File: src/rtl/vram_pkg.sv
`default_nettype none
// ============================================================================
// Module   : vram_pkg
// Purpose  : Shared frame-buffer geometry, defaults and types for the VRAM arbiter.
// Revision : 1.0
// ============================================================================
package vram_pkg;

  localparam int VRAM_ADDR_W = 14;
  localparam int VRAM_DATA_W = 3;
  localparam int FB_W        = 128;
  localparam int FB_H        = 96;
  localparam int FB_PIXELS   = FB_W * FB_H;

  typedef enum logic [0:0] {
    S_NORM  = 1'b0,
    S_FORCE = 1'b1
  } state_t;

  typedef logic [VRAM_DATA_W-1:0] pixel_t;

endpackage
`default_nettype wire

File: src/rtl/vram_wr_fifo.sv
`default_nettype none
// ============================================================================
// Module   : vram_wr_fifo
// Purpose  : Synchronous write-buffer FIFO; head is presented combinationally.
// Revision : 1.0
// ============================================================================
module vram_wr_fifo #(
  parameter int DEPTH = 4,
  parameter int WIDTH = 17
) (
  input  logic             clk,
  input  logic             reset,
  input  logic             push,
  input  logic [WIDTH-1:0] push_data,
  input  logic             pop,
  output logic [WIDTH-1:0] head,
  output logic             full,
  output logic             empty
);

  localparam int PTR_W = (DEPTH > 1) ? $clog2(DEPTH) : 1;
  localparam logic [PTR_W:0] C_FULL = (PTR_W + 1)'(DEPTH);

  logic [WIDTH-1:0] r_mem [DEPTH];
  logic [PTR_W-1:0] r_wr_ptr;
  logic [PTR_W-1:0] r_rd_ptr;
  logic [PTR_W:0]   r_count;
  logic             w_push;
  logic             w_pop;

  assign full   = (r_count == C_FULL);
  assign empty  = (r_count == '0);
  // A full FIFO refuses pushes even when the same cycle pops.
  assign w_push = push && !full;
  assign w_pop  = pop && !empty;
  assign head   = r_mem[r_rd_ptr];

  always_ff @(posedge clk) begin
    if (w_push) r_mem[r_wr_ptr] <= push_data;
  end

  always_ff @(posedge clk or negedge reset) begin
    if (!reset) begin
      r_wr_ptr <= '0;
      r_rd_ptr <= '0;
      r_count  <= '0;
    end else begin
      if (w_push) r_wr_ptr <= r_wr_ptr + 1'b1;
      if (w_pop)  r_rd_ptr <= r_rd_ptr + 1'b1;
      case ({w_push, w_pop})
        2'b10:   r_count <= r_count + 1'b1;
        2'b01:   r_count <= r_count - 1'b1;
        default: r_count <= r_count;
      endcase
    end
  end

endmodule
`default_nettype wire

File: src/rtl/vram_arbiter.sv
`default_nettype none
// ============================================================================
// Module   : vram_arbiter
// Purpose  : Single-port frame-buffer arbiter: scanout reads win, buffered
//            writes drain in idle slots, starvation guard forces a write.
//            Optional stall statistics under macro VRAM_ARB_STATS_EN.
// Revision : 1.0
// ============================================================================
module vram_arbiter
  import vram_pkg::*;
#(
  parameter int ADDR_W       = VRAM_ADDR_W,
  parameter int DATA_W       = VRAM_DATA_W,
  parameter int FIFO_DEPTH   = 4,
  parameter int STARVE_LIMIT = 15
) (
  input  logic              clk,
  input  logic              reset,
  input  logic              rd_req,
  input  logic [ADDR_W-1:0] rd_addr,
  output logic              rd_gnt,
  output logic [DATA_W-1:0] rd_data,
  output logic              rd_valid,
  input  logic              wr_valid,
  input  logic [ADDR_W-1:0] wr_addr,
  input  logic [DATA_W-1:0] wr_data,
  output logic              wr_ready,
  output logic              fifo_empty,
  output logic              mem_en,
  output logic              mem_we,
  output logic [ADDR_W-1:0] mem_addr,
  output logic [DATA_W-1:0] mem_wdata,
  input  logic [DATA_W-1:0] mem_rdata
`ifdef VRAM_ARB_STATS_EN
  ,
  output logic [15:0]       stall_cnt
`endif
);

  localparam int CNT_W = $clog2(STARVE_LIMIT + 1);
  localparam logic [CNT_W-1:0] C_LIMIT = CNT_W'(STARVE_LIMIT);

  state_t                   r_state;
  logic [CNT_W-1:0]         r_starve_cnt;
  logic [CNT_W-1:0]         w_starve_nxt;
  logic                     r_rd_pend;
  logic                     r_rd_valid;
  logic [DATA_W-1:0]        r_rd_data;
  logic                     w_rd_gnt;
  logic                     w_wr_gnt;
  logic                     w_full;
  logic                     w_empty;
  logic [ADDR_W+DATA_W-1:0] w_head;
  logic [ADDR_W-1:0]        w_head_addr;
  logic [DATA_W-1:0]        w_head_data;

  vram_wr_fifo #(
    .DEPTH (FIFO_DEPTH),
    .WIDTH (ADDR_W + DATA_W)
  ) u_wr_fifo (
    .clk       (clk),
    .reset     (reset),
    .push      (wr_valid),
    .push_data ({wr_addr, wr_data}),
    .pop       (w_wr_gnt),
    .head      (w_head),
    .full      (w_full),
    .empty     (w_empty)
  );

  assign {w_head_addr, w_head_data} = w_head;

  // Grants are held off while reset is asserted so the RAM sees no access.
  always_comb begin
    w_rd_gnt = 1'b0;
    w_wr_gnt = 1'b0;
    if (reset) begin
      if (r_state == S_FORCE) w_wr_gnt = !w_empty;
      else if (rd_req)        w_rd_gnt = 1'b1;
      else                    w_wr_gnt = !w_empty;
    end
  end

  assign rd_gnt     = w_rd_gnt;
  assign mem_en     = w_rd_gnt | w_wr_gnt;
  assign mem_we     = w_wr_gnt;
  assign mem_addr   = w_wr_gnt ? w_head_addr : (w_rd_gnt ? rd_addr : '0);
  assign mem_wdata  = w_wr_gnt ? w_head_data : '0;
  assign wr_ready   = !w_full;
  assign fifo_empty = w_empty;
  assign rd_valid   = r_rd_valid;
  assign rd_data    = r_rd_data;

  always_comb begin
    if (w_empty || w_wr_gnt)        w_starve_nxt = '0;
    else if (r_starve_cnt == C_LIMIT) w_starve_nxt = r_starve_cnt;
    else                            w_starve_nxt = r_starve_cnt + 1'b1;
  end

  // Entering S_FORCE when the count reaches the limit puts the forced write
  // in the cycle right after the last starved one.
  always_ff @(posedge clk or negedge reset) begin
    if (!reset) begin
      r_state      <= S_NORM;
      r_starve_cnt <= '0;
    end else begin
      r_starve_cnt <= w_starve_nxt;
      case (r_state)
        S_NORM:
          if (rd_req && !w_empty && (w_starve_nxt == C_LIMIT)) r_state <= S_FORCE;
        S_FORCE: r_state <= S_NORM;
        default: r_state <= S_NORM;
      endcase
    end
  end

  always_ff @(posedge clk or negedge reset) begin
    if (!reset) begin
      r_rd_pend  <= 1'b0;
      r_rd_valid <= 1'b0;
      r_rd_data  <= '0;
    end else begin
      r_rd_pend  <= w_rd_gnt;
      r_rd_valid <= r_rd_pend;
      if (r_rd_pend) r_rd_data <= mem_rdata;
    end
  end

`ifdef VRAM_ARB_STATS_EN
  logic [15:0] r_stall_cnt;

  always_ff @(posedge clk or negedge reset) begin
    if (!reset) begin
      r_stall_cnt <= '0;
    end else if ((r_state == S_FORCE) && rd_req && (r_stall_cnt != 16'hFFFF)) begin
      r_stall_cnt <= r_stall_cnt + 16'd1;
    end
  end

  assign stall_cnt = r_stall_cnt;
`endif

endmodule
`default_nettype wire
File: config.mk
export PLATFORM = sky130hd
export DESIGN_NAME = vram_arbiter
export DESIGN_NICKNAME = d
export VERILOG_FILES = /design/src/rtl/vram_pkg.sv /design/src/rtl/vram_wr_fifo.sv /design/src/rtl/vram_arbiter.sv
export SDC_FILE = /design/constraint.sdc
export NUM_CORES = 1
export LEC_CHECK = 0
export CORE_UTILIZATION = 47
export DETAILED_ROUTE_END_ITERATION = 7
export DONT_BUFFER_PORTS = 1
export PLACE_DENSITY = 0.59
export SETUP_SLACK_MARGIN = 0.1
export SLEW_MARGIN = 10
export SYNTH_ARGS = -nofsm -noshare
export SYNTH_HDL_FRONTEND = slang
export SYNTH_SLANG_ARGS = --single-unit
File: constraint.sdc
create_clock -name clk -period 4.1 [get_ports clk]
set_input_delay 0.82 -clock clk [delete_from_list [all_inputs] [get_ports clk]]
set_output_delay 0.82 -clock clk [all_outputs]
set_load 0.1 [all_outputs]
Word level (Yosys, flattened, before mapping)
Memories as Yosys holds them, arrays and structs flattened. Index checks and enable logic that the tools add are counted.

Bits in writable memories: 68. Output and inout port bits: 26. Memories: 1. Flip-flop bits (word level): 17.

Reduce and logical (&&, ||, !) cells: 9. Add/subtract/negate cells: 5. Bitwise logic cells: 2. Equal/unequal tests: 5. Mux-type cells: 16.

Memories: u_wr_fifo.r_mem (words 4, width 17, rd ports 1, clocked after memory_dff 0, write ports 1, RTL line vram_wr_fifo.sv:24) `logic [WIDTH-1:0] r_mem [DEPTH];`.

Operator list (count): 2-to-1 mux 14 bit (2); 2-to-1 mux 1 bit (9); == test 4 bit (second input constant) (2); 2-to-1 mux 4 bit (2); one-hot mux 3 bit (2 select lines) (1); adder 2 x 1 -> 2 bit (second input constant) (2); adder 4 x 1 -> 4 bit (second input constant) (1); logical AND 1 bit (4); adder 3 x 1 -> 3 bit (second input constant) (1); == test 3 bit (second input constant) (1); zero test 3 bit (1); 2-to-1 mux 3 bit (1); subtractor 3 x 1 -> 3 bit (second input constant) (1); == test 2 x 1 -> 1 bit (second input constant) (1); == test 2 bit (second input constant) (1); zero test 1 bit (2); one-hot mux 1 bit (2 select lines) (1); nonzero test 2 bit (1); logical OR 1 bit (1); NOT 1 bit (1); OR 1 bit (1).

Depth between registers and ports, before layout
Depth in word-level cells: 11. Mapped depth: 10. Mapped depth without buffers: 9.

Hierarchy
A second synthesis with hierarchy kept.

Cells, all modules: 187. Area, all modules: 3573.4 um^2.

Modules (own cells, without submodules): vram_wr_fifo (area each 2921.6 um^2, times used 1, cells an instance 126); vram_arbiter (area each 651.9 um^2, times used 1, cells an instance 61).

Worst setup path before layout
Ideal clock, no wire load.

Path kind: input to output. Start point: input port rd_req. End point: output port mem_we. Cell stages on the path: 2. Required time: 3.280 ns. Arrival time: 3.024 ns. Setup slack: 0.256 ns. Path through: nor2b_1 > nor3_1.

Longest elaborated chain between the ends: 3.

RTL lines: start: declaration (RTL line vram_arbiter.sv:19) `input logic rd_req,`; 2-to-1 mux 1 bit (RTL line vram_arbiter.sv:79) `else if (rd_req) w_rd_gnt = 1'b1;`; 2-to-1 mux 1 bit (RTL line vram_arbiter.sv:78) `if (r_state == S_FORCE) w_wr_gnt = !w_empty;`; 2-to-1 mux 1 bit (RTL line vram_arbiter.sv:77) `if (reset) begin`; end: declaration (RTL line vram_arbiter.sv:30) `output logic mem_we,`.

Every way passes these cells.

Worst setup path after layout
Start point: register u_wr_fifo.r_count[0]. End point: output port mem_addr[5].

Longest elaborated chain between the ends: 6.

RTL lines: start: declaration (RTL line vram_wr_fifo.sv:27) `logic [PTR_W:0] r_count;`; start signal: assignment (RTL line vram_wr_fifo.sv:51) `2'b10: r_count <= r_count + 1'b1;`; start signal: assignment (RTL line vram_wr_fifo.sv:52) `2'b01: r_count <= r_count - 1'b1;`; start signal: assignment (RTL line vram_wr_fifo.sv:53) `default: r_count <= r_count;`; zero test 3 bit * (RTL line vram_wr_fifo.sv:32) `assign empty = (r_count == '0);`; net fifo_empty (RTL line vram_arbiter.sv:28) `output logic fifo_empty,`; zero test 1 bit * (RTL line vram_arbiter.sv:78, vram_arbiter.sv:80); 2-to-1 mux 1 bit (RTL line vram_arbiter.sv:79); 2-to-1 mux 1 bit * (RTL line vram_arbiter.sv:78); 2-to-1 mux 1 bit * (RTL line vram_arbiter.sv:77); 2-to-1 mux 14 bit * (RTL line vram_arbiter.sv:87) `assign mem_addr = w_wr_gnt ? w_head_addr : (w_rd_gnt ? rd_addr : '0);`; end: declaration (RTL line vram_arbiter.sv:31) `output logic [ADDR_W-1:0] mem_addr,`.

The timed path passes the listed nets; every way through them passes the cells marked *.

==> impl_metrics.csv <==
group,metric,value,unit
global_route,grt_first_pass_wirelength,9560,um
logic_synthesis,ys_types,36,
die,core,7290,um2
hold_path,hp-class,"in -> async",
worst_setup_path,cp_data_arrival_time,2.40,ns
sta,rsz0062_at_grt,"false",
cts,hold_buffers,0,
global_route,grt_usage,17.5,%
finish,nFillCells,606,
finish,multiInputGateArea,1010,um2
sta,setup_viol,0,
job,maxCapViolCount,0,
detailed_routing,drt-pass1-iter-count,4,
sta,fmax,0.310,GHz
sta,slew_violations,0,
finish,fin_cells,315,
die,design.portCount,64,
power,p_total,2.98,mW
global_route,grt_pass1_vias,1916,
detailed_routing,route.detailed.drc,0,
global_route,antenna_found_initial,0,
worst_setup_path,worstPathRequired,3.28,ns
detailed_routing,viasPerCell,5.69,
logic_synthesis,synth-main-ff-cell,"edfxtp_1",
finish,post-route-util,55.1,%
finish,seqCellArea,2470,um2
logic_synthesis,synth_warnings,0,
sta,hold_violations,0,
finish,final_layout_size_suffix_gt1_share,25.5,%
worst_setup_path,critical_path_class,"reg -> out",
detailed_routing,routed_wl,6410,um
finish,areaGrowthSynthToFinish,13.1,%
cts,cts_resized,0,
worst_setup_path,worstPathMaxFanout,19,
die,fp.dieW,89.0,um
sta,min_period,3.22,ns
sta,fin_crit_sh,78.6,%
cts,cts-root-buf,"clkbuf_8",
finish,diodes,0,
cts,clkSinkCount,85,
logic_synthesis,synthArstFlopShare,20.0,%
die,die-area,7910,um2
cts,path_clk_slew,0.08,ns
cts,cts_tree,"done",
status,status,"completed",
power,vdd_drop_max,0.353,mV
placement,port_buffers,0,
detailed_routing,wl_per_cell,20.4,um
sta,fin_skew,0.00640,ns
worst_setup_path,cp-start-kind,"register",
power,power_density,740,nW/um2
cts,cts_max_level,3,
placement,numPlacedInstances,299,
logic_synthesis,syn_area,3550,um2
logic_synthesis,yosysSeqAreaShare,69.4,%
logic_synthesis,postSynthCellCount,185,
logic_synthesis,synth_enable_flop_cells,68,
logic_synthesis,synth_seq_cells,85,
sta,tightest_slew,0.939,ns
die,initial_core_util,48.7,%
placement,pre_cts_slack,0.985,ns
cts,cts_inserted_buffers,9,
placement,dpl.hpwl,4150,um
power,p_leak,1.49,nW
detailed_routing,drt_iter0_markers,71,
die,rows,31,
cts,cts_setup_buffers,0,
cts,insertion_delay,0.34,ns
worst_setup_path,ff2ff_setup_slack,1.34,ns
logic_synthesis,avgSynthCellArea,19.2,um2
finish,num-nets-final,256,
detailed_routing,num_vias,1792,
sta,relSlewSlack,37.4,%
logic_synthesis,synthesis.nets,230,
cts,clockBufferDepth,2,
detailed_routing,ant_nets,0,
sta,setup_tns,0,ns
sta,worst_slack,0.877,ns
placement,routabilityCongestion,0.656,
die,fp.dieH,89.0,um
global_route,grt_max_degree,20,
worst_setup_path,cp-end-kind,"primary output",
global_route,grt-ovfl-total,0,
==> registers in the layout, summed over array words and instances (netlist names) <==
signal and flops:
u_wr_fifo.r_mem 68, r_starve_cnt 4, rd_data 3, u_wr_fifo.r_count 3, u_wr_fifo.r_rd_ptr 2, u_wr_fifo.r_wr_ptr 2, r_rd_pend 1, r_state 1
rd_valid 1
==> final cells by class <==
type / instances / share of cell area (%)
flip-flops and latches: 85 / 61.4
multi-input cells: 86 / 25.2
repair buffers: 21 / 4.36
clock buffers: 12 / 3.36
well taps: 99 / 3.08
clock inverters: 4 / 1.84
inverters: 8 / 0.809
==> critical path, stage by stage, from the launching register on <==
cell     delay, ns
dfrtp_1       0.40
or3_4         0.18
inv_4         0.14
nor3_4        0.78
a22o_1        0.27
buf_4         0.30
==> metal layers <==
metal / vias to the layer above / share of wire [%] / global-route usage [%]
met5: - / 0 / 0
met4: 0 / 0.98 / 7.22
met3: 6 / 7.8 / 6.19
met2: 61 / 52 / 30.6
met1: 934 / 39 / 19.6
li1: 791 / - / -
==> metrics by stage <==
stage / area (um2) / hold WS, ns
floorplan: 3550 / 0.416
global placement: 3810 / 0.430
detailed placement: 3810 / 0.457
CTS: 4020 / 0.149
global route: 4020 / 0.138
finish: 4020 / 0.166
==> Yosys cell counts, types with 2 or more instances <==
library cell	count	area, um2
and3_1	5	31.3
nor2_1	5	18.8
nor3b_1	2	15.0
inv_1	7	26.3
ha_1	6	75.1
buf_6	2	22.5
dfrtp_1	17	425
edfxtp_1	68	2040
xnor2_1	4	35.0
o21ai_0	3	15.0
mux4_1	9	236
xor2_1	2	17.5
nand3_1	3	15.0
mux2i_1	2	20.0
a22o_1	14	123
mux4_2	8	180
nor3_1	2	10.0
buf_2	3	15.0
and2_1	3	18.8
a21oi_1	2	10.0
mux2_2	3	33.8
==> worst paths after layout <==
kind                       cells after the start                    to            startpoint
max                                            5           mem_addr[5]  u_wr_fifo.r_count[0]
min                                            0            rd_data[1]                 reset
max reg2reg                                    9  u_wr_fifo.r_count[2]  u_wr_fifo.r_count[0]
min reg2reg                                    0              rd_valid             r_rd_pend
max in group asynchronous                      0       r_starve_cnt[1]                 reset
min in group clk                               0              rd_valid             r_rd_pend
==> cells in the final DEF, fill, tap and decap left out, drive strengths merged, types with 2 or more instances in the layout <==
cell type / netlist / layout
ha: 6 / 6
clkinv: 0 / 2
o21ai: 3 / 3
edfxtp: 68 / 68
and2: 4 / 4
nand3: 3 / 3
mux4: 17 / 17
nor3b: 2 / 2
and3: 5 / 5
clkbuf: 0 / 13
nor3: 3 / 3
a22o: 14 / 14
mux2: 4 / 4
dfrtp: 17 / 17
xnor2: 4 / 4
inv: 8 / 8
mux2i: 2 / 2
xor2: 3 / 3
nor2: 5 / 5
bufinv: 0 / 2
a21oi: 2 / 2
buf: 6 / 20
==> kinds of logic after synthesis <==
group           count (synthesis)  synth area share [%]
xor+xnor                        7                  1.94
mux                            23                  13.7
flops                          85                  69.4
fa+ha+maj                       7                  2.68
compound gates                 20                  4.33
buf+inv                        14                  2.53
simple gates                   29                  5.46
==> power breakdown <==
| group | leakage (nW) | internal [mW] | switching [mW] |
|---|---|---|---|
| logic | 0.551 | 0.378 | 0.685 |
| clock network | 0.105 | 0.344 | 0.275 |
| registers | 0.832 | 1.14 | 0.152 |
| total | 1.49 | 1.86 | 1.11 |
(Power assumes the default switching activity.)
